===== config.mk =====
export PLATFORM = sky130hd
export DESIGN_NAME = tl_fifo_fixer_ordered
export DESIGN_NICKNAME = d
export VERILOG_FILES = /design/src/rtl/tl_fifo_fixer_pkg.sv /design/src/rtl/tl_beat_counter.sv /design/src/rtl/tl_fifo_fixer_ordered.sv
export SDC_FILE = /design/constraint.sdc
export NUM_CORES = 1
export LEC_CHECK = 0
export ABC_AREA = 1
export CAP_MARGIN = 20
export CORE_AREA = 2 2 157 159
export DETAILED_ROUTE_END_ITERATION = 12
export DIE_AREA = 0 0 159 161
export PLACE_DENSITY_LB_ADDON = 0.12
export SETUP_SLACK_MARGIN = 0.15
export SYNTH_ARGS = -nofsm -noshare
export SYNTH_HDL_FRONTEND = slang
export SYNTH_SLANG_ARGS = --single-unit

===== constraint.sdc =====
create_clock -name clock -period 3.5 [get_ports clock]
set_input_delay 0.7 -clock clock [delete_from_list [all_inputs] [get_ports clock]]
set_output_delay 0.7 -clock clock [all_outputs]
set_load 0.01 [all_outputs]

===== src/rtl/tl_fifo_fixer_pkg.sv =====
// Shared widths, TileLink opcodes and beat-count helpers for the FIFO-ordering fixer.
package tl_fifo_fixer_pkg;

   localparam int unsigned SOURCE_W   = 3;
   localparam int unsigned ADDR_W     = 31;
   localparam int unsigned DATA_W     = 64;
   localparam int unsigned SIZE_W     = 4;
   localparam int unsigned DOMAIN_W   = 1;
   localparam int unsigned DOMAIN_LSB = 28;
   localparam int unsigned MAX_OUTS   = 4;

   localparam int unsigned NSRC    = 2 ** SOURCE_W;
   localparam int unsigned BB      = DATA_W / 8;
   localparam int unsigned LOG2_BB = $clog2(BB);
   localparam int unsigned OUTS_W  = $clog2(MAX_OUTS + 1);
   // Largest burst is 2**(2**SIZE_W-1) bytes; the counter holds remaining beats minus one.
   localparam int unsigned BEAT_W  = (2 ** SIZE_W - 1) - LOG2_BB;
   localparam int unsigned BEATS_W = BEAT_W + 1;

   localparam logic [2:0] A_PUT_FULL         = 3'd0;
   localparam logic [2:0] A_PUT_PARTIAL      = 3'd1;
   localparam logic [2:0] A_ARITHMETIC       = 3'd2;
   localparam logic [2:0] A_LOGICAL          = 3'd3;
   localparam logic [2:0] A_GET              = 3'd4;
   localparam logic [2:0] A_HINT             = 3'd5;
   localparam logic [2:0] D_ACCESS_ACK       = 3'd0;
   localparam logic [2:0] D_ACCESS_ACK_DATA  = 3'd1;
   localparam logic [2:0] D_HINT_ACK         = 3'd2;

   function automatic logic has_data_a(input logic [2:0] opcode);
      return opcode < 3'd4;
   endfunction

   function automatic logic has_data_d(input logic [2:0] opcode);
      return opcode[0];
   endfunction

   function automatic logic [BEATS_W-1:0] num_beats(input logic [SIZE_W-1:0] size,
                                                    input logic              has_data);
      logic [BEATS_W-1:0] beats;
      beats = BEATS_W'(1);
      if (has_data && (size > SIZE_W'(LOG2_BB))) begin
         beats = BEATS_W'(1) << (size - SIZE_W'(LOG2_BB));
      end
      return beats;
   endfunction

endpackage


===== src/rtl/tl_beat_counter.sv =====
// Burst beat tracker: flags the first and last beat of each message on one channel.
module tl_beat_counter
   import tl_fifo_fixer_pkg::*;
(
   input  logic              clk_i,
   input  logic              rst_i,
   input  logic              fire_i,
   input  logic [SIZE_W-1:0] size_i,
   input  logic              has_data_i,
   output logic              first_c_o,
   output logic              last_c_o
);

   logic [BEAT_W-1:0]  count_q, count_d;
   logic [BEATS_W-1:0] beats_c;

   assign beats_c   = num_beats(size_i, has_data_i);
   assign first_c_o = (count_q == '0);
   assign last_c_o  = first_c_o ? (beats_c == BEATS_W'(1)) : (count_q == BEAT_W'(1));

   // Load remaining-beats-minus-one on the first beat, count down otherwise.
   always_comb begin
      count_d = count_q;
      if (fire_i) begin
         if (first_c_o) begin
            count_d = BEAT_W'(beats_c - BEATS_W'(1));
         end else begin
            count_d = count_q - BEAT_W'(1);
         end
      end
   end

   always_ff @(posedge clk_i) begin
      if (rst_i) begin
         count_q <= '0;
      end else begin
         count_q <= count_d;
      end
   end

endmodule


===== src/rtl/tl_fifo_fixer_ordered.sv =====
// TileLink FIFO-ordering fixer: stalls a new A request whose source still has responses due from another domain.
// Define TL_FIFO_FIXER_STATS_EN to add the saturating stall_cycles counter port.
module tl_fifo_fixer_ordered
   import tl_fifo_fixer_pkg::*;
(
   input  logic                clock,
   input  logic                reset,
   output logic                auto_in_a_ready,
   input  logic                auto_in_a_valid,
   input  logic [2:0]          auto_in_a_bits_opcode,
   input  logic [2:0]          auto_in_a_bits_param,
   input  logic [SIZE_W-1:0]   auto_in_a_bits_size,
   input  logic [SOURCE_W-1:0] auto_in_a_bits_source,
   input  logic [ADDR_W-1:0]   auto_in_a_bits_address,
   input  logic [BB-1:0]       auto_in_a_bits_mask,
   input  logic [DATA_W-1:0]   auto_in_a_bits_data,
   input  logic                auto_in_a_bits_corrupt,
   input  logic                auto_in_d_ready,
   output logic                auto_in_d_valid,
   output logic [2:0]          auto_in_d_bits_opcode,
   output logic [1:0]          auto_in_d_bits_param,
   output logic [SIZE_W-1:0]   auto_in_d_bits_size,
   output logic [SOURCE_W-1:0] auto_in_d_bits_source,
   output logic                auto_in_d_bits_sink,
   output logic                auto_in_d_bits_denied,
   output logic [DATA_W-1:0]   auto_in_d_bits_data,
   output logic                auto_in_d_bits_corrupt,
   input  logic                auto_out_a_ready,
   output logic                auto_out_a_valid,
   output logic [2:0]          auto_out_a_bits_opcode,
   output logic [2:0]          auto_out_a_bits_param,
   output logic [SIZE_W-1:0]   auto_out_a_bits_size,
   output logic [SOURCE_W-1:0] auto_out_a_bits_source,
   output logic [ADDR_W-1:0]   auto_out_a_bits_address,
   output logic [BB-1:0]       auto_out_a_bits_mask,
   output logic [DATA_W-1:0]   auto_out_a_bits_data,
   output logic                auto_out_a_bits_corrupt,
   output logic                auto_out_d_ready,
   input  logic                auto_out_d_valid,
   input  logic [2:0]          auto_out_d_bits_opcode,
   input  logic [1:0]          auto_out_d_bits_param,
   input  logic [SIZE_W-1:0]   auto_out_d_bits_size,
   input  logic [SOURCE_W-1:0] auto_out_d_bits_source,
   input  logic                auto_out_d_bits_sink,
   input  logic                auto_out_d_bits_denied,
   input  logic [DATA_W-1:0]   auto_out_d_bits_data,
   input  logic                auto_out_d_bits_corrupt
`ifdef TL_FIFO_FIXER_STATS_EN
   ,
   output logic [31:0]         stall_cycles
`endif
);

   logic                a_first_c, d_first_c;
   logic                a_last_unused, d_last_unused;
   logic                stall_c, a_fire_c, d_fire_c;
   logic [SOURCE_W-1:0] a_src_c, d_src_c;
   logic [DOMAIN_W-1:0] a_dom_c;
   logic [OUTS_W-1:0]   cnt_q [NSRC];
   logic [OUTS_W-1:0]   cnt_d [NSRC];
   logic [DOMAIN_W-1:0] dom_q [NSRC];
   logic [DOMAIN_W-1:0] dom_d [NSRC];

   assign a_src_c = auto_in_a_bits_source;
   assign d_src_c = auto_out_d_bits_source;
   assign a_dom_c = auto_in_a_bits_address[DOMAIN_LSB +: DOMAIN_W];

   // Only a message's first beat can stall; later beats belong to a request already admitted.
   assign stall_c = a_first_c && auto_in_a_valid && (cnt_q[a_src_c] != '0) &&
                    ((dom_q[a_src_c] != a_dom_c) || (cnt_q[a_src_c] == OUTS_W'(MAX_OUTS)));

   assign a_fire_c = auto_in_a_valid && auto_out_a_ready && !stall_c;
   assign d_fire_c = auto_out_d_valid && auto_in_d_ready;

   assign auto_in_a_ready         = auto_out_a_ready && !stall_c;
   assign auto_out_a_valid        = auto_in_a_valid && !stall_c;
   assign auto_out_a_bits_opcode  = auto_in_a_bits_opcode;
   assign auto_out_a_bits_param   = auto_in_a_bits_param;
   assign auto_out_a_bits_size    = auto_in_a_bits_size;
   assign auto_out_a_bits_source  = auto_in_a_bits_source;
   assign auto_out_a_bits_address = auto_in_a_bits_address;
   assign auto_out_a_bits_mask    = auto_in_a_bits_mask;
   assign auto_out_a_bits_data    = auto_in_a_bits_data;
   assign auto_out_a_bits_corrupt = auto_in_a_bits_corrupt;

   assign auto_out_d_ready        = auto_in_d_ready;
   assign auto_in_d_valid         = auto_out_d_valid;
   assign auto_in_d_bits_opcode   = auto_out_d_bits_opcode;
   assign auto_in_d_bits_param    = auto_out_d_bits_param;
   assign auto_in_d_bits_size     = auto_out_d_bits_size;
   assign auto_in_d_bits_source   = auto_out_d_bits_source;
   assign auto_in_d_bits_sink     = auto_out_d_bits_sink;
   assign auto_in_d_bits_denied   = auto_out_d_bits_denied;
   assign auto_in_d_bits_data     = auto_out_d_bits_data;
   assign auto_in_d_bits_corrupt  = auto_out_d_bits_corrupt;

   tl_beat_counter u_a_beats (
      .clk_i      (clock),
      .rst_i      (reset),
      .fire_i     (a_fire_c),
      .size_i     (auto_in_a_bits_size),
      .has_data_i (has_data_a(auto_in_a_bits_opcode)),
      .first_c_o  (a_first_c),
      .last_c_o   (a_last_unused)
   );

   tl_beat_counter u_d_beats (
      .clk_i      (clock),
      .rst_i      (reset),
      .fire_i     (d_fire_c),
      .size_i     (auto_out_d_bits_size),
      .has_data_i (has_data_d(auto_out_d_bits_opcode)),
      .first_c_o  (d_first_c),
      .last_c_o   (d_last_unused)
   );

   // Outstanding count per source; a response with nothing outstanding is ignored.
   always_comb begin
      for (int s = 0; s < int'(NSRC); s++) begin
         logic inc, dec;
         cnt_d[s] = cnt_q[s];
         dom_d[s] = dom_q[s];
         inc = a_fire_c && a_first_c && (a_src_c == SOURCE_W'(s));
         dec = d_fire_c && d_first_c && (d_src_c == SOURCE_W'(s)) && (cnt_q[s] != '0);
         if (inc && !dec) begin
            cnt_d[s] = cnt_q[s] + OUTS_W'(1);
         end else if (dec && !inc) begin
            cnt_d[s] = cnt_q[s] - OUTS_W'(1);
         end
         if (inc) begin
            dom_d[s] = a_dom_c;
         end
      end
   end

   always_ff @(posedge clock) begin
      if (reset) begin
         for (int s = 0; s < int'(NSRC); s++) begin
            cnt_q[s] <= '0;
            dom_q[s] <= '0;
         end
      end else begin
         for (int s = 0; s < int'(NSRC); s++) begin
            cnt_q[s] <= cnt_d[s];
            dom_q[s] <= dom_d[s];
         end
      end
   end

`ifdef TL_FIFO_FIXER_STATS_EN
   logic [31:0] stall_cycles_q, stall_cycles_d;

   always_comb begin
      stall_cycles_d = stall_cycles_q;
      if (stall_c && (stall_cycles_q != '1)) begin
         stall_cycles_d = stall_cycles_q + 32'd1;
      end
   end

   always_ff @(posedge clock) begin
      if (reset) begin
         stall_cycles_q <= '0;
      end else begin
         stall_cycles_q <= stall_cycles_d;
      end
   end

   assign stall_cycles = stall_cycles_q;
`endif

endmodule

---- Word level (Yosys, flattened, before mapping) ----
Memory sizes are Yosys's and may differ from the RTL's.
Cells that the tools add are included.
word-level totals
  flip-flop bits (word level) ............. 24
  memory bits (writable) .................. 32
  input bits .............................. 202
  output and inout bits ................... 200
  word-level logic and storage cells ...... 209
  memories kept ........................... 2
cells by class
  $add $sub $neg .......................... 22
  order comparisons ....................... 3
  equality and inequality tests ........... 24
  shift operators ......................... 2
  mux-type cells .......................... 47
  bitwise gates (word level) .............. 16
  reduce and logical (&&, ||, !) cells .... 91
memories
  memory  words  bits a word  read ports  clocked after memory_dff  wr ports  RTL line                     text
  cnt_q   8      3            9           0                         8         tl_fifo_fixer_ordered.sv:59  logic [OUTS_W-1:0] cnt_q [NSRC];
  dom_q   8      1            1           0                         8         tl_fifo_fixer_ordered.sv:61  logic [DOMAIN_W-1:0] dom_q [NSRC];
operators by type and width
  cell                     count
  $mux W3                  24
  $logic_and A1 B1 Y1      52
  $mux W12                 4
  $sub A12 B1 Y12 const B  4
  $eq A3 B3 Y1 const B     9
  $reduce_bool A3 Y1       9
  $add A3 B1 Y3 const B    8
  $logic_not A12 Y1        2
  $shl A1 B4 Y12 const A   2
  $sub A3 B1 Y3 const B    8
  $mux W1                  19
  $logic_not A1 Y1         17
  $or A1 B1 Y1             16
  $reduce_and A2 Y1        8
  $eq A3 B2 Y1 const B     4
  $gt A4 B2 Y1 const B     2
  $ne A1 B1 Y1 const B     8
  $sub A4 B2 Y4 const B    2
  $eq A3 B1 Y1 const B     2
  $logic_not A3 Y1         2
  $lt A3 B3 Y1 const B     1
  $logic_or A1 B1 Y1       1
  $ne A1 B1 Y1             1

---- Depth between registers and ports, before layout ----
Gate-level depths: netlist (run 1).
  depth in word-level cells ............... 13
  mapped depth ............................ 22
  gate-level depth less buffers ........... 21

---- By module ----
From an unflattened synthesis (run 1), not the netlist that was laid out.
unflattened totals
  cells, all modules ...................... 889
  area, all modules ....................... 6052.1 um^2
modules (own cells, without submodules)
  module                        times used  cells an instance  area an instance (um^2)  seq. area each (um^2)
  tl_fifo_fixer_ordered         1           505                3664.8                   720.7
  tl_beat_counter at u_d_beats  1           194                1199.9                   240.2
  tl_beat_counter at u_a_beats  1           190                1187.4                   240.2

---- Worst setup path before layout (run 1) ----
No wires, ideal clock.
  path type ............................... input -> register
  start ................................... in auto_in_a_bits_source[1]
  end ..................................... mem cnt_q[6][2] in the netlist's numbering
  setup time .............................. 0.122 ns
  arrival time ............................ 2.853 ns
  data required time ...................... 3.378 ns
  slack ................................... 0.525 ns
  cell stages on the path ................. 21
  buffers on the path ..................... 1
  cells stage by stage .................... buf_2 -> inv_2 -> nand2_2 -> nor2_1 -> nor2_1 -> nand3_2 -> nand2_2 -> nand2_1 -> nand2_2 -> nand2_4 -> nand2_4 -> nor2_8 -> nand2_2 -> nor2_1 -> ha_1 -> inv_1 -> fa_1 -> a21oi_1 -> o21ai_0 -> o21ai_0 -> a21oi_1
RTL lines
  element             RTL line                     text
  start: declaration  tl_fifo_fixer_ordered.sv:13  input logic [SOURCE_W-1:0] auto_in_a_bits_source,
  end: declaration    tl_fifo_fixer_ordered.sv:59

---- Final worst setup path (run 1) ----
  start ................................... in auto_in_a_bits_source[1]
  end ..................................... out auto_in_a_ready
on the way
  word-level cells in the longest chain between the ends .. 6
  elaborated cells on any way between the ends .. 10
  those cells by class .................... 2 x eq/ne; 6 x reduce/logical; 2 x memory
ends and longest elaborated chain
  element                                                           RTL line                                                  text
  $mem_v2 Z8 W3 / $mem_v2 Z8 W1 (equally long branches)             --
  $eq A3 B3 Y1 (tied with other cells)                              tl_fifo_fixer_ordered.sv:70                               ((dom_q[a_src_c] != a_dom_c) || (cnt_q[a_src_c] == OUTS_W'(MAX_OUTS)));
  $logic_or A1 B1 Y1 / $logic_and A1 B1 Y1 (equally long branches)  tl_fifo_fixer_ordered.sv:70, tl_fifo_fixer_ordered.sv:69
  $logic_and A1 B1 Y1 (*)                                           tl_fifo_fixer_ordered.sv:69                               assign stall_c = a_first_c && auto_in_a_valid && (cnt_q[a_src_c] != '0) &&
  $logic_not A1 Y1 (*)                                              tl_fifo_fixer_ordered.sv:75                               assign auto_in_a_ready = auto_out_a_ready && !stall_c;
  $logic_and A1 B1 Y1 (*)                                           tl_fifo_fixer_ordered.sv:75
  end: declaration                                                  tl_fifo_fixer_ordered.sv:8                                output logic auto_in_a_ready,
Every way passes the cells marked *; elsewhere a longest branch is shown, timed or not.

==> run metrics, run 1 <==
Worst Setup Start Kind=input port; sequential share of power=0.396; die width=159 µm; non-filler instance count after layout=about 1000; Core Region=roughly 24000 µm²; Switching Share=0.328; outcome=finished, final reports clean; Yosys cell types=44; global-route wire length before repair=between 20000 and 25000 µm; initial drt markers=around 290; initial antenna violation count=0; final net count=about 920; largest net degree at the start of global routing=between 40 and 50; proportion of layout cells with a drive suffix above 1=0.113; power per cell area=~340 nW/µm²; fillcell total=~2700; Syn-to-layout area delta=-6.25%; vias per cell=4.20; GPL Wtd Cong=~0.78; Initial Util=0.235; clock slew at reported path FFs=approximately 70 ps; Sw Pwr=around 0.58 mW; pre-CTS setup slack=-228 ps; Antenna diodes=0; highest clock rate=between 300 and 400 MHz; wire length per cell=13.9 µm; Final Max Slew Viols=0; worst-margin pin slew=522 ps; maximum vdd drop=between 0.00015 and 0.0002 V; Seq/Total Area, Yosys=0.214; final antenna-violating net count=0; CP Class=in -> out; WP data required=about 2800 ps; crit end category=output pin; hpwl dp=around 11000 µm; worst hold stages=2; Gate power share=0.263; Cells after DPL=1012; Die Footprint=between 20000 and 30000 µm²; count of final setup violators=0; clk_lat worst skew=~310 ps; I/O Buffers=43; Final Hold Fails=0; Final WS setup=about 270 ps; residual DRC count=0; clock root cell=clkbuf_16; Max-slew headroom=0.652; Hold Path Sink=u_a_beats.count_q[0]; CTS sink cnt=56; syn nets=about 1000; GRT Total Usage=0.111; Lkg Pwr=about 2.3 nW; internal power=approximately 1.2 mW; FF-to-FF path depth=13; post-synthesis sequential element count=between 50 and 60; drt first pass iters=4; TritonCTS buffer count=5; Die Ht=between 150 and 200 µm; Final Skew=a little over 10 ps; RSZ-0062 raised after global routing=false; CTS tree=built; Syn Std Cell Area=~5600 µm²; Overflow after GRT=0; r2r startpoint=u_d_beats.count_q[9]; post-layout min period=around 3200 ps; Ports=about 400; DR vias=between 4000 and 5000; CP max FO=4; crit share post-route=0.921; overall power=1.77 mW; Clk pwr share=0.341; HP Start=u_a_beats.count_q[0]; Syn Inst Count=829; YS warnings=0; row count=57; vias in the first global route=4259; max-capacitance violation count=0; worst reg2reg setup slack=around 640 ps; hold crit path type=reg -> reg; worst path arrival time=2530 ps; syn avg cell area=slightly below 7 µm²; H-tree levels=2; RR Endpoint=cnt_q[4][1]; Clock Tree Buf Depth=2; final WL=14200 µm
worst max-delay path, cell delays in order:
cell,delay (ps)
dlygate4sd2_1,290
buf_4,160
nor2_2,150
a21oi_1,100
nand3_2,80
nand2_2,60
nand2_1,70
nand2_2,70
nand2_4,90
nand2_4,60
buf_4,140
inv_1,40
clkdlybuf4s50_1,520
sequential cells by signal (all words and copies together) (netlist names):
name / cells
u_a_beats.count_q: 12
u_d_beats.count_q: 12
cnt_q: 24
dom_q: 8
layer usage:
metal / global-route usage / routed length (µm) / vias up
met2: 0.176 / 6270 / 150
li1: - / - / 2168
met1: 0.131 / 6180 / 1909
met4: 0.0550 / 517 / 2
met5: 0.0114 / 36 / -
met3: 0.0401 / 1170 / 68
stage by stage:
stage	area, µm²	setup TNS [ps]	hold WS [ps]	utilization
floorplan	5620	0	444	-
global route	5270	0	514	0.220
global placement	5090	-1130	467	0.212
finish	5270	0	482	0.220
CTS	5260	0	485	0.219
detailed placement	5090	-1430	472	0.212
worst max-delay path by stage:
| stage | to | cells past startpoint | startpoint | slack (ps) |
|---|---|---|---|---|
| floorplan | cnt_q[6][2] | 21 | auto_in_a_bits_source[1] | 520 |
| global placement | cnt_q[3][2] | 22 | auto_in_a_bits_source[0] | -200 |
| detailed placement | cnt_q[3][2] | 22 | auto_in_a_bits_source[0] | -230 |
| CTS | auto_in_a_ready | 12 | auto_in_a_bits_source[2] | 190 |
| global route | auto_in_a_ready | 13 | auto_in_a_bits_source[1] | 160 |
| finish | auto_in_a_ready | 13 | auto_in_a_bits_source[1] | 270 |
cell families (layout without fill, tap and decap cells):
logic type | Yosys count | after routing | synth area share
simple gates | 300 | 300 | 0.243
flops | 56 | 56 | 0.214
fa+ha+maj | 18 | 18 | 0.0507
xor+xnor | 9 | 9 | 0.0140
compound gates | 129 | 129 | 0.125
buf+inv | 317 | 186 | 0.354
power by group through the flow:
stage	registers, mW	logic [mW]	clock network, mW
finish	0.699	0.465	0.602
global route	0.703	0.532	0.654
CTS	0.699	0.472	0.635
detailed placement	0.714	0.470	0
global placement	0.714	0.470	0
floorplan	0.709	0.541	0
Yosys cell counts, drive strengths merged:
cell,count,share of area
a21boi,1,0.0013
a21oi,51,0.046
a31oi,5,0.0056
a41o,1,0.0018
buf,208,0.28
clkbuf,7,0.0049
clkinv,1,0.00067
dfxtp,48,0.17
edfxtp,8,0.043
fa,8,0.028
ha,10,0.022
inv,101,0.068
nand2,125,0.094
nand3,30,0.029
nand3b,1,0.0013
nand4,22,0.024
nor2,112,0.083
nor3,8,0.0089
o2111ai,4,0.0062
o21ai,64,0.060
o21bai,2,0.0027
o22ai,1,0.0011
or2,2,0.0022
xnor2,1,0.0016
xor2,8,0.012
cell type report:
type                    count  area, µm²  area share
flip-flops and latches     56       1200       0.228
multi-input cells         456       2430       0.462
well taps                 324        405      0.0769
inverters                 102        385      0.0731
clock buffers               5        125      0.0237
clock inverters             3       42.5     0.00807
repair buffers             76        678       0.129
what timing repair did:
action,in CTS,in global routing
pin swaps,0,1
hold buffers,0,0
endpoints found under the setup margin,4,9
setup buffers,0,2
gates resized for setup,5,4
hold endpoints to repair,0,0
placed cells by master (no fill, tap or decap), types with 3 or more instances in the layout:
master and n:
clkbuf_16 5, fa_1 8, o2111ai_1 4, edfxtp_1 8, a21oi_1 50, buf_4 32, dfxtp_1 48, nor3_1 6
nand2_2 5, nand2_4 4, o21ai_0 47, a31oi_1 5, inv_2 7, clkdlybuf4s50_1 40, nor2_1 104, nand3_2 3
nand3_1 27, nand4_1 22, inv_1 93, o21ai_1 14, ha_1 10, nor2_2 5, nand2_1 115, xor2_1 8
(Power assumes the default switching activity.)
==> run 2, diff against run 1 <==
CTS_CLUSTER_SIZE = 40   (was unset)
clock period = 3 ns   (was 3.5 ns; I/O delays follow)
==> run 2 against run 1 <==
Count of clock-buffer cells in the layout is 1 higher. Design area increased by 10%. Sequential share of layout area decreased by 2.1 points. Critical endpoint unchanged. Largest cell class unchanged.
==> run metrics, run 2 (same netlist as run 1, synthesis figures left out) <==
outcome=finished, final reports clean; CP max-delay cell=dlygate4sd2_1; vias per cell=4.27; DR vias=4527; proportion of layout cells with a drive suffix above 1=0.222; Antenna diodes=0; hpwl dp=around 11000 µm; FF-to-FF path depth=18; Core Region=between 20000 and 25000 µm²; Top delay family on crit path=buffers and inverters; Max-slew headroom=0.647; overall power=2.05 mW; worst-margin pin slew=roughly 530 ps; clk_lat worst skew=slightly above 300 ps; wire length per cell=13.6 µm; CP max FO=7; final WL=14400 µm; hold crit path type=reg -> reg; WHS=476 ps; row count=57; Ports=roughly 400; CP Class=in -> out; WP depth=16; largest net degree at the start of global routing=48; worst path arrival time=approximately 2300 ps; Clock Tree Buf Depth=2; residual DRC count=0; GPL Wtd Cong=between 0.7 and 0.8; Worst Setup Start Kind=input port; vias in the first global route=4504; worst hold stages=2; final antenna-violating net count=0; Overflow after GRT=0; Die Footprint=25600 µm²; highest clock rate=approximately 350 MHz; Largest regs=cnt_q (24), u_a_beats.count_q (12), u_d_beats.count_q (12); max FFs per register=24; Hold Path Sink=u_a_beats.count_q[0]; maximum vdd drop=0.000196 V; RSZ-0062 raised after global routing=true; die width=roughly 160 µm; CTS sink cnt=56; CP max stage delay=roughly 270 ps; GRT Total Usage=0.110; Biggest register=cnt_q; initial antenna violation count=0; most frequent cells in the layout=nand2_1, nor2_1, inv_1; CTS tree=built; WP data required=roughly 2400 ps; worst reg2reg setup slack=a little under 300 ps; power per cell area=between 300 and 400 nW/µm²; initial drt markers=approximately 210; I/O Buffers=43; final net count=approximately 950; CP dominant cell by count=nand2_4; commonest non-fill, non-tap cell in the layout=nand2_1; TritonCTS buffer count=5; Syn-to-layout area delta=3.25%; r2r startpoint=cnt_q[5][0]; crit share post-route=0.949; Die Ht=161 µm; Initial Util=0.235; worst path cell trace=clkdlybuf4s15_1 -> buf_6 -> inv_8 -> nand2_8 -> nor2_4 -> nor2_2 -> nand3_2 -> nand2_4 -> nand2_2 -> nand2_2 -> nand2_4 -> nand2_4 -> buf_4 -> buf_4 -> inv_1 -> dlygate4sd2_1; RR Endpoint=cnt_q[7][2]; crit end category=output pin; Final Skew=roughly 12 ps; Lkg Pwr=about 2.5 nW; Final Max Slew Viols=0; clock root cell=clkbuf_16; HP Start=u_a_beats.count_q[0]; Worst Path Buf+Inv=7; clock slew at reported path FFs=approximately 70 ps; global-route wire length before repair=around 23000 µm; drt first pass iters=4; hold buffer count at cts=0; max-capacitance violation count=0; Final Hold Fails=0; post-layout min period=roughly 2800 ps; H-tree levels=2; count of final setup violators=0
run 2: cell type report:
class | count | area (µm²)
sequential | 56 | 1200
tap | 324 | 405
multi-input combinational | 456 | 2620
clock buffer | 6 | 139
timing repair buffer | 113 | 1020
inverter | 102 | 399
clock inverter | 2 | 13.8
fill | 2703 | 18200
run 2: power breakdown:
group	switching (mW)	internal [mW]	leakage (nW)
logic	0.367	0.235	1.99
registers	0.0236	0.793	0.473
clock network	0.300	0.334	0.0734
total	0.691	1.36	2.54
run 2: worst reg2reg max path: stages, from the launching register on:
cell and delay (ps):
dfxtp_1 350, nor2_1 290, nor2_4 50, nor2_2 140
nand3_2 110, nand2_4 100, a21oi_4 60, nand2_4 80
nand2_4 60, nor2_8 180, nand2_4 110, nor2_4 130
ha_4 140, inv_4 40, fa_2 360, a21oi_2 120
o21ai_1 90, o21ai_1 130, a21oi_1 50
run 2: worst max-delay path by stage:
| stage | startpoint | to |
|---|---|---|
| CTS | auto_in_a_bits_source[1] | cnt_q[4][2] |
| floorplan | auto_in_a_bits_source[0] | cnt_q[6][2] |
| global placement | auto_in_a_bits_source[0] | cnt_q[5][2] |
| finish | auto_in_a_bits_source[1] | auto_in_a_ready |
| global route | auto_in_a_bits_source[0] | cnt_q[7][2] |
| detailed placement | auto_in_a_bits_source[0] | cnt_q[5][2] |
run 2: timing repair:
item / 4_1_cts / 5_1_grt
pin swaps: 22 / 25
endpoints found under the setup margin: 18 / 19
cloned: 1 / 0
gates resized for setup: 57 / 47
buffers inserted: 13 / 7
run 2: stage by stage:
step	cell area [µm²]	TNS [ps]	setup WS, ps	instances	util
after floorplan	5620	0	135	829	-
after global placement	5240	-7340	-535	1030	0.219
after detailed placement	5240	-8700	-596	1030	0.219
after CTS	5640	0	151	1052	0.235
after global routing	5800	-39.3	-25.7	1059	0.242
final	5800	0	154	1059	0.242
run 2: per-layer routing:
layer,up-vias,track usage,wire length (µm)
li1,2262,-,-
met1,2050,0.130,6330
met2,158,0.181,6550
met3,55,0.0367,1050
met4,2,0.0500,459
met5,-,0.0114,38
==> run 3, diff against run 2 <==
clock period = 2.9 ns   (was 3 ns; I/O delays follow)
==> run 3 against run 2 <==
Sequential share of layout area decreased by 0.078 points. Design area up 0.80%. Core utilization up 0.19 points. First-iteration DRC count grew 50%. Clock power is 3.9% higher. Critical path depth increased by 4. Sequential power increased by 3.7%. Count of clock-buffer cells in the layout is the same. Flip-flop and latch count is the same. Register-to-register slack worse by 110 ps. Highest routed layer is now met4.
==> run metrics, run 3 (same netlist as run 1, synthesis figures left out) <==
outcome=finished, final reports clean; GRT Total Usage=0.110; worst-margin pin slew=529 ps; Final Max Slew Viols=0; Core Region=around 24000 µm²; TritonCTS buffer count=5; Lkg Pwr=2.59 nW; clk_lat worst skew=approximately 310 ps; initial drt markers=roughly 310; CP Class=in -> reg; Overflow after GRT=0; placed cell areas=5350 µm²; maximum vdd drop=0.000209 V; Antenna diodes=0; CTS tree=built; global-route wire length before repair=roughly 23000 µm; FF-to-FF path depth=17; non-filler instance count after layout=roughly 1100; Biggest register=cnt_q; WP data required=around 3100 ps; die width=159 µm; r2r startpoint=cnt_q[6][0]; most frequent cells in the layout=nand2_1, nor2_1, inv_1; crit share post-route=0.947; row count=57; initial antenna violation count=0; Syn-to-layout area delta=4.07%; Final Hold Fails=0; Final Skew=between 9 and 10 ps; RR Endpoint=cnt_q[3][2]; CP max FO=7; CP max-delay cell=fa_2; crit end category=flop; CTS sink cnt=56; wire length per cell=approximately 13 µm; proportion of layout cells with a drive suffix above 1=0.249; WP depth=20; drt first pass iters=5; I/O Buffers=43; RSZ-0062 raised after global routing=true; vias per cell=~4.2; Hold Path Sink=cnt_q[2][0]; Ports=roughly 400; Cells after DPL=between 1000 and 1500; Largest regs=cnt_q (24), u_a_beats.count_q (12), u_d_beats.count_q (12); worst path arrival time=2950 ps; Initial Util=0.235; residual DRC count=0; CP max stage delay=roughly 370 ps; Worst Setup Start Kind=input port; clock slew at reported path FFs=approximately 80 ps; hpwl dp=approximately 11000 µm; post-layout instance area=about 5900 µm²; H-tree levels=2; final WL=14200 µm; commonest non-fill, non-tap cell in the layout=nand2_1; Clock Tree Buf Depth=2; hold crit path type=reg -> reg; post-layout min period=between 2000 and 3000 ps; max-capacitance violation count=0; Max-slew headroom=0.648; worst hold stages=1; Top delay family on crit path=simple AND/OR/NAND/NOR gates; GPL Wtd Cong=0.820; Die Ht=approximately 160 µm; HP Start=cnt_q[2][0]; Worst Path Buf+Inv=4; worst reg2reg setup slack=approximately 180 ps; largest net degree at the start of global routing=between 40 and 50; power per cell area=between 300 and 400 nW/µm²; count of final setup violators=0; max FFs per register=24; highest clock rate=about 360 MHz; final net count=953; vias in the first global route=around 4500; worst path cell trace=buf_12 -> buf_12 -> nor2_4 -> a21oi_1 -> nand3_2 -> nand2_2 -> nand2_1 -> nand2_2 -> nand2_4 -> nand2_4 -> nor2_8 -> nand4_1 -> inv_1 -> ha_2 -> inv_2 -> fa_2 -> a21oi_2 -> o21ai_2 -> o21ai_1 -> a21oi_1; final antenna-violating net count=0; clock root cell=clkbuf_16; Die Footprint=around 26000 µm²; DR vias=between 4000 and 5000
run 3: cell count changes in the layout (fill, tap and decap cells not counted), sizes merged:
cell / before / now
clkdlybuf4s15: 2 / 0
inv: 101 / 102
clkinv: 1 / 2
clkinvlp: 2 / 0
clkbuf: 6 / 7
run 3: report_power, final:
| group | internal (mW) | switching (mW) | total, mW |
|---|---|---|---|
| Clock | 0.347 | 0.313 | 0.660 |
| Combinational | 0.250 | 0.380 | 0.630 |
| Sequential | 0.821 | 0.0267 | 0.847 |
| Total | 1.42 | 0.719 | 2.14 |
run 3: what timing repair did:
action	4_1_cts	5_1_grt
resized for setup	16	80
hold buffers	0	0
endpoints found under the setup margin	25	20
pin swaps	2	42
setup buffers	0	9
cloned	0	1
run 3: worst max-delay path by stage:
stage,from,end
2_1_floorplan,auto_in_a_bits_source[0],cnt_q[3][2]
3_3_place_gp,auto_in_a_bits_source[0],cnt_q[6][2]
3_5_place_dp,auto_in_a_bits_source[0],cnt_q[6][2]
4_1_cts,auto_in_a_bits_source[2],cnt_q[3][2]
5_1_grt,auto_in_a_bits_source[0],cnt_q[3][2]
6_report,auto_in_a_bits_source[0],cnt_q[3][2]
run 3: cell type report:
type	instances	area, µm²
Clock buffer	6	139
Clock inverter	2	13.8
Fill cell	2708	18100
Inverter	102	390
Multi-Input combinational cell	456	2710
Sequential cell	56	1210
Tap cell	324	405
Timing Repair Buffer	112	986
run 3: metrics by stage:
stage	setup TNS, ps	setup WS (ps)	power [mW]	util	hold WS (ps)
final	0	154	2.14	0.244	468
after global routing	0	6.44	2.30	0.244	495
after CTS	0	155	2.16	0.230	490
after detailed placement	-12620	-687	1.46	0.223	476
after global placement	-11430	-644	1.47	0.223	474
after floorplan	0	97.0	1.51	-	445
run 3: per-layer routing:
layer | wire, µm | track usage
met1 | 6230 | 0.134
met2 | 6550 | 0.179
met3 | 987 | 0.0388
met4 | 405 | 0.0388
met5 | 0 | 0
